## config.mk

```make
export PLATFORM = sky130hd
export DESIGN_NAME = branch_resolve_ctrl
export DESIGN_NICKNAME = d
export VERILOG_FILES = /design/src/rtl/branch_resolve_ctrl.sv
export SDC_FILE = /design/constraint.sdc
export NUM_CORES = 1
export LEC_CHECK = 0
export ABC_AREA = 1
export BUFFER_PORTS_ARGS = -buffer_cell sky130_fd_sc_hd__buf_2
export CORE_MARGIN = 2
export CORE_UTILIZATION = 40
export CTS_CLUSTER_DIAMETER = 50
export DETAILED_ROUTE_END_ITERATION = 7
export PLACE_DENSITY = 0.78
export RECOVER_POWER = 50
export SKIP_LAST_GASP = 1
export SYNTH_ARGS = -nofsm -noshare
export SYNTH_HDL_FRONTEND = slang
export SYNTH_SLANG_ARGS = --single-unit
export TNS_END_PERCENT = 10
```

## constraint.sdc

```tcl
create_clock -name clk -period 3.95 [get_ports clk]
set_input_delay 0.5925 -clock clk [delete_from_list [all_inputs] [get_ports clk]]
set_output_delay 0.5925 -clock clk [all_outputs]
set_load 0.05 [all_outputs]
```

## src/rtl/branch_resolve_ctrl.sv

```systemverilog
// ID-stage branch resolution control for beq/bne: RAW-hazard stalls, comparator forwarding, PC redirect.
// Optional statistics counters are built only when BRANCH_STATS_EN is defined.
module branch_resolve_ctrl #(
    parameter int REG_AW = 5,
    parameter int STAT_W = 32
) (
    input  logic              clk,
    input  logic              rst,
    input  logic              id_is_beq,
    input  logic              id_is_bne,
    input  logic [REG_AW-1:0] id_rs,
    input  logic [REG_AW-1:0] id_rt,
    input  logic              ex_regwrite,
    input  logic              ex_memread,
    input  logic [REG_AW-1:0] ex_rd,
    input  logic              mem_regwrite,
    input  logic              mem_memread,
    input  logic [REG_AW-1:0] mem_rd,
    input  logic              wb_regwrite,
    input  logic [REG_AW-1:0] wb_rd,
    input  logic              cmp_eq,
    output logic [1:0]        fwd_s_sel,
    output logic [1:0]        fwd_t_sel,
    output logic              stall,
    output logic              pc_src_br,
    output logic              flush_ifid,
    output logic              busy,
    output logic [STAT_W-1:0] stat_branches,
    output logic [STAT_W-1:0] stat_taken,
    output logic [STAT_W-1:0] stat_stalls
);

    typedef enum logic [1:0] {IDLE, STALL, RESOLVE} state_t;

    state_t     state_q, state_d;
    logic [1:0] cnt_q, cnt_d;
    logic       br, taken, resolve, stall_c;
    logic       s_ex, s_mem, s_wb, t_ex, t_mem, t_wb;
    logic [1:0] need_s, need_t, need;
    logic [1:0] fwd_s, fwd_t;

    assign br    = id_is_beq | id_is_bne;
    assign taken = cmp_eq ^ id_is_bne;

    // Register 0 is hard-wired, so it can never match a producer stage.
    assign s_ex  = ex_regwrite  && (ex_rd  == id_rs) && (id_rs != '0);
    assign s_mem = mem_regwrite && (mem_rd == id_rs) && (id_rs != '0);
    assign s_wb  = wb_regwrite  && (wb_rd  == id_rs) && (id_rs != '0);
    assign t_ex  = ex_regwrite  && (ex_rd  == id_rt) && (id_rt != '0);
    assign t_mem = mem_regwrite && (mem_rd == id_rt) && (id_rt != '0);
    assign t_wb  = wb_regwrite  && (wb_rd  == id_rt) && (id_rt != '0);

    assign need_s = (s_ex && ex_memread) ? 2'd2 :
                    (s_ex || (s_mem && mem_memread)) ? 2'd1 : 2'd0;
    assign need_t = (t_ex && ex_memread) ? 2'd2 :
                    (t_ex || (t_mem && mem_memread)) ? 2'd1 : 2'd0;
    assign need   = (need_s > need_t) ? need_s : need_t;

    assign fwd_s = (s_mem && !mem_memread) ? 2'b01 : s_wb ? 2'b10 : 2'b00;
    assign fwd_t = (t_mem && !mem_memread) ? 2'b01 : t_wb ? 2'b10 : 2'b00;

    always_comb begin
        // NOTE: every signal gets a default first so no path infers a latch.
        state_d = state_q;
        cnt_d   = cnt_q;
        stall_c = 1'b0;
        resolve = 1'b0;
        unique case (state_q)
            IDLE: begin
                if (br) begin
                    if (need == 2'd0) begin
                        resolve = 1'b1;
                    end else begin
                        stall_c = 1'b1;
                        cnt_d   = need - 2'd1;
                        state_d = (need == 2'd1) ? RESOLVE : STALL;
                    end
                end
            end
            STALL: begin
                if (!br) begin
                    state_d = IDLE;
                    cnt_d   = '0;
                end else begin
                    stall_c = 1'b1;
                    cnt_d   = cnt_q - 2'd1;
                    if (cnt_q == 2'd1) state_d = RESOLVE;
                end
            end
            RESOLVE: begin
                resolve = br;
                state_d = IDLE;
            end
            default: state_d = IDLE;
        endcase
    end

    always_ff @(posedge clk) begin
        // NOTE: sequential state uses non-blocking assignments only.
        if (rst) begin
            state_q <= IDLE;
            cnt_q   <= '0;
        end else begin
            state_q <= state_d;
            cnt_q   <= cnt_d;
        end
    end

    assign stall      = stall_c & ~rst;
    assign pc_src_br  = resolve & taken & ~rst;
    assign flush_ifid = resolve & taken & ~rst;
    assign busy       = (state_q != IDLE) & ~rst;
    assign fwd_s_sel  = (br && !rst) ? fwd_s : 2'b00;
    assign fwd_t_sel  = (br && !rst) ? fwd_t : 2'b00;

`ifdef BRANCH_STATS_EN
    logic [STAT_W-1:0] br_cnt_q, tk_cnt_q, st_cnt_q;

    // Saturating counters: they stop at all-ones rather than wrapping.
    always_ff @(posedge clk) begin
        if (rst) begin
            br_cnt_q <= '0;
            tk_cnt_q <= '0;
            st_cnt_q <= '0;
        end else begin
            if (resolve && br_cnt_q != '1)          br_cnt_q <= br_cnt_q + 1'b1;
            if (resolve && taken && tk_cnt_q != '1) tk_cnt_q <= tk_cnt_q + 1'b1;
            if (stall_c && st_cnt_q != '1)          st_cnt_q <= st_cnt_q + 1'b1;
        end
    end

    assign stat_branches = rst ? '0 : br_cnt_q;
    assign stat_taken    = rst ? '0 : tk_cnt_q;
    assign stat_stalls   = rst ? '0 : st_cnt_q;
`else
    assign stat_branches = '0;
    assign stat_taken    = '0;
    assign stat_stalls   = '0;
`endif

endmodule

```

**Word level (Yosys, flattened, before mapping)**

Index checks and enable logic that the tools add are counted.

- Word-level logic and storage cells: 84
- Bits of input ports: 35
- Register bits: 4
- Output and inout bits: 104

- Bitwise operators: 7
- Reductions and logical operators: 31
- Magnitude comparators: 1
- Add/subtract/negate cells: 2
- Eq/ne operators: 13
- Muxes and demuxes: 28

Operators with widths:

| operator | count |
|---|---|
| 2-to-1 mux 2 bit | 17 |
| == test 5 bit | 6 |
| logical AND 1 bit | 19 |
| nonzero test 5 bit | 2 |
| one-hot mux 2 bit (2 select lines) | 2 |
| 2-to-1 mux 1 bit | 7 |
| == test 2 x 1 -> 1 bit, second input constant | 3 |
| AND reduction 3 bit | 2 |
| bitwise AND 1 bit | 4 |
| zero test 2 bit | 2 |
| inequality test 2 bit, second input constant | 2 |
| one-hot mux 1 bit (2 select lines) | 2 |
| nonzero test 2 bit | 2 |
| subtractor 2 x 1 -> 2 bit, second input constant | 2 |
| inequality test 3 bit, second input constant | 1 |
| == test 2 bit, second input constant | 1 |
| > comparator 2 bit | 1 |
| zero test 1 bit | 2 |
| logical OR 1 bit | 2 |
| NOT 1 bit | 1 |
| OR 1 bit | 1 |
| XOR 1 bit | 1 |

**Depth between registers and ports, before layout**

- Word-level depth: 15
- Depth in mapped cells: 22
- Depth with buffers taken out: 22

**Least setup slack after synthesis**

No wires, ideal clock.

- Kind: input to output
- Start: input ex_rd[0]
- End: output pc_src_br
- Arrival: 4.165 ns
- Buffers on the path: 1
- Required time: 3.357 ns
- Slack: -0.807 ns
- Cell stages on the path: 15
- Path through: xor2_1 -> nor3_4 -> nand3_2 -> and2_2 -> ha_1 -> nand2_1 -> o21a_1 -> inv_1 -> nand3_2 -> nand2_1 -> inv_1 -> ha_1 -> nor2_1 -> nor4_1 -> buf_4

- Cells in the longest elaborated chain, start to end: 14
- Elaborated cells on any way between the ends: 22
- Classes of those cells: 1 x order compare; 2 x eq/ne; 8 x mux; 2 x bitwise; 9 x reduce/logical

Ends and longest elaborated chain:

| item | RTL line | source |
|---|---|---|
| from (decl) | 15 | `input logic [REG_AW-1:0] ex_rd,` |
| == test 5 bit (on tied branches) | 46, 49 |  |
| logical AND 1 bit (on tied branches) (2 in a row) | 46, 49 |  |
| logical OR 1 bit (on tied branches) | 54, 56 |  |
| 2-to-1 mux 1 bit (on tied branches) | 54, 56 |  |
| 2-to-1 mux 2 bit (on tied branches) | 53, 55 |  |
| > comparator 2 bit | 57 | `assign need = (need_s > need_t) ? need_s : need_t;` |
| 2-to-1 mux 2 bit * | 57 |  |
| zero test 2 bit * | 71 | `if (need == 2'd0) begin` |
| 2-to-1 mux 1 bit * | 71 |  |
| 2-to-1 mux 1 bit * | 70 | `if (br) begin` |
| one-hot mux 1 bit (2 select lines) * | 68 | `unique case (state_q)` |
| bitwise AND 1 bit * (2 in a row) | - |  |
| to (decl) | 25 | `output logic pc_src_br,` |

Mark *: on every way between the ends. The rest lies on a longest branch, timed or not.

**Worst setup path after layout**

- Start: input id_rt[2]
- End: output pc_src_br

- Cells in the longest elaborated chain, start to end: 15
- Elaborated cells on any way between the ends: 20
- Classes of those cells: 1 x order compare; 2 x eq/ne; 6 x mux; 2 x bitwise; 9 x reduce/logical

Ends and longest elaborated chain:

| item | RTL line | source |
|---|---|---|
| from (decl) | 12 | `input logic [REG_AW-1:0] id_rt,` |
| == test 5 bit | 50 | `assign t_mem = mem_regwrite && (mem_rd == id_rt) && (id_rt != '0);` |
| logical AND 1 bit (2 in a row) | 50 |  |
| logical AND 1 bit | 56 | `(t_ex \|\| (t_mem && mem_memread)) ? 2'd1 : 2'd0;` |
| logical OR 1 bit | 56 |  |
| 2-to-1 mux 1 bit | 56 |  |
| 2-to-1 mux 2 bit * | 55 | `assign need_t = (t_ex && ex_memread) ? 2'd2 :` |
| > comparator 2 bit | 57 |  |
| 2-to-1 mux 2 bit * | 57 |  |
| zero test 2 bit * | 71 |  |
| 2-to-1 mux 1 bit * | 71 |  |
| 2-to-1 mux 1 bit * | 70 |  |
| one-hot mux 1 bit (2 select lines) * | 68 |  |
| bitwise AND 1 bit * (2 in a row) | 110 | `assign pc_src_br = resolve & taken & ~rst;` |

Marks and branches as above.

==> results.yml <==
worst_setup_path:
  slowest_delay_ns: 0.30
  path_cells: "buf_2, inv_1, nand3_2, nor2_4, nor2_1, nand3_1, nand2_1, and2_2, ha_1, nand2_1, o21a_1, inv_1, nand3_2, nand2_1, inv_1, ha_1, nor2_2, nor4_4, buf_2"
  arrival_ns: 3.11
  required_ns: 3.36
  startpoint_type: "primary input"
  cp.depth: 19
  endpoint_kind: "output pin"
  crit_type: "in2out"
  crit_fanout: 4
  critPathBufInv: 5
  cp_slowest_cell: "buf_2"
  path_delay_family: "simple AND/OR/NAND/NOR gates"
  reg2reg_depth: 6
  regToRegEndpoint: "cnt_q[0]"
  reg2reg_from: "state_q[0]"
  r2r_setup_slack_ns: 2.66
power_and_ir_drop:
  internal-power_mw: 0.1540
  clkPwrFrac_pct: 18.5
  peakVddDrop_v: 0.0001208
  p_per_area_nw_per_um2: 263.4
  switching_share_pct: 65.78
  fin_total_pwr_mw: 0.4499
  cellLeakagePower_nw: 1.034
  seqPwrFrac_pct: 10.2
  p_switching_mw: 0.2959
  p_comb_share_pct: 71.4
routing:
  antenna_left: 0
  drt_iter0_drc: 39
  dr.pass1.iters: 6
  routed-via-count: 1512
  drc_errors: 0
  drt-total-wl_um: 3246
  drt-wirelength-per-cell_um: 8.633
  viasPerCell: 4.021
sta:
  setup_viol: 0
  rsz0062_at_grt: "false"
  clock.fmax_ghz: 0.2704
  whs_ns: 0.5387
  fin_skew_ns: 0.001828
  slew_headroom_pct: 60.30
  worst_slew_pin_slew_ns: 0.5981
  fin_crit_sh_pct: 93.64
  period_needed_ns: 3.699
  setup_tns_ns: 0
  maxSlewViolCount: 0
  finalHoldViolCount: 0
clock_tree:
  cts.sinks: 4
  post_cts_buffers: 0
  clkSlewWorstSetupHoldPaths_ns: 0.03
  clock_latency_ns: 0.21
  hold_buffers: 0
  root_buffer: "clkbuf_8"
  htreeDepth: 1
  cts_tree: "yes"
  clockBufferDepth: 2
  cts_buffers: 3
die:
  ioPinCount: 139
  start_util_pct: 40.73
  rows: 24
  die_area_um2: 4918
  die_y_um: 70.13
  dieWidth_um: 70.13
  core-area_um2: 4294
global_routing:
  grtUsageTotal_pct: 12.04
  grt_pass1_vias: 1214
  grt_pass1_wl_um: 4885
  antenna_found_initial: 0
  grt_max_degree: 6
  overflow: 0
cells_and_area:
  seq_area_um2: 80.08
  multi_input_area_um2: 1172
  fin_nets: 367
  n_fill_cell: 512
  area_growth_pct: -2.360
  final_cell_mix: "conb_1 (96), nand2_1 (53), buf_2 (36)"
  final_common_cell: "conb_1"
  drive_gt1_share_pct: 22.22
  stdcell_count: 376
  antenna_cells: 0
logic_synthesis:
  ys_top_cells_by_area: "buf_4 (42%), nand2_1 (11%), inv_1 (6.0%), dfxtp_1 (4.6%), ha_1 (4.3%)"
  synth.top_cell.area_share_pct: 41.63
  synthCells: 281
  synth_top_cell_by_area: "buf_4"
  yosysSeqAreaShare_pct: 4.578
  synth.distinct_cells: 28
  syn_area_per_cell_um2: 6.225
  ys_ff_latch: 4
  yosys_warnings: 0
  syn-cell-area_um2: 1749
hold_path:
  min_path_type: "reg2reg"
  timing.hold.worst_path_depth: 2
  holdPathEnd: "cnt_q[1]"
  worstHoldStart: "cnt_q[1]"
placement:
  placedCellCount: 373
  gp_congestion: 0.7970
  port_buffers: 42
  dp_hpwl_um: 2990
outcome:
  status: "finished clean"
run:
  max-cap-violations: 0
synthesized netlist by cell type, drive strengths merged:
cell type	count
nand3	15
nor4	2
nor2	25
buf	97
o22ai	3
a21oi	9
conb	1
nand2	53
o21ai	6
inv	38
nor3	4
xor2	3
and2	1
o211ai	2
dfxtp	4
o21a	2
xnor2	4
nand4	4
or2	1
ha	6
a21boi	1
repair_timing:
item | 4_1_cts | 5_1_grt
resized for setup | 0 | 2
hold endpoints to repair | 0 | 0
endpoints found under the setup margin | 0 | 1
area by class of cell:
| cell class | count | area share (%) |
|---|---|---|
| multi-input cells | 237 | 68.64 |
| repair buffers | 42 | 12.09 |
| inverters | 38 | 8.352 |
| flip-flops and latches | 4 | 4.689 |
| well taps | 52 | 3.810 |
| clock buffers | 3 | 2.418 |
state kept, by name, indices dropped and copies added (netlist names):
name / count
state_q: 2
cnt_q: 2
worst min-delay path, delay by kind of cell, from the launching register on:
| family | cells | cell delay, ns |
|---|---|---|
| flip-flops | 1 | 0.31 |
| AO/OA/AOI/OAI | 2 | 0.18 |
power by group through the flow:
| stage | Clock [mW] | Combinational [mW] | Sequential, mW |
|---|---|---|---|
| floorplan | 0 | 0.352 | 0.0458 |
| global placement | 0 | 0.317 | 0.0460 |
| detailed placement | 0 | 0.319 | 0.0462 |
| CTS | 0.0863 | 0.319 | 0.0458 |
| global route | 0.0901 | 0.340 | 0.0460 |
| finish | 0.0831 | 0.321 | 0.0457 |
metal layers:
metal  share of wire [%]  vias to the layer above  track usage [%]  wire length, um
met2                  47                       85            21.06             1518
met1                  43                      655            14.42             1380
met4                0.43                        0            2.137               14
met3                  10                        2            4.040              332
met5                   0                        -                0                0
li1                    -                      770                -                -
stage by stage:
| stage | instance area, um2 | setup WS [ns] | utilization, % |
|---|---|---|---|
| floorplan | 2121 | 0.2013 | - |
| global placement | 1668 | 0.2892 | 38.84 |
| detailed placement | 1668 | 0.1754 | 38.84 |
| CTS | 1709 | 0.1632 | 39.80 |
| global route | 1708 | 0.04144 | 39.77 |
| finish | 1708 | 0.2511 | 39.77 |
worst max path at each step:
stage	slack, ns	startpoint	endpoint
floorplan	0.20	ex_rd[0]	pc_src_br
global placement	0.29	id_rt[2]	stall
detailed placement	0.18	id_rt[2]	stall
CTS	0.16	id_rt[2]	stall
global route	0.04	id_rt[2]	flush_ifid
finish	0.25	id_rt[2]	pc_src_br
logic make-up (layout without fill, tap and decap cells):
logic type	count (synthesis)	count (layout)	share of synthesized area, %
fa+ha+maj	6	6	4.292
compound gates	23	23	7.725
buf+inv	135	83	49.79
simple gates	105	105	29.90
other cells	1	96	0.2144
flops	4	4	4.578
xor+xnor	7	7	3.505
Power figures use the tool's default switching activity.
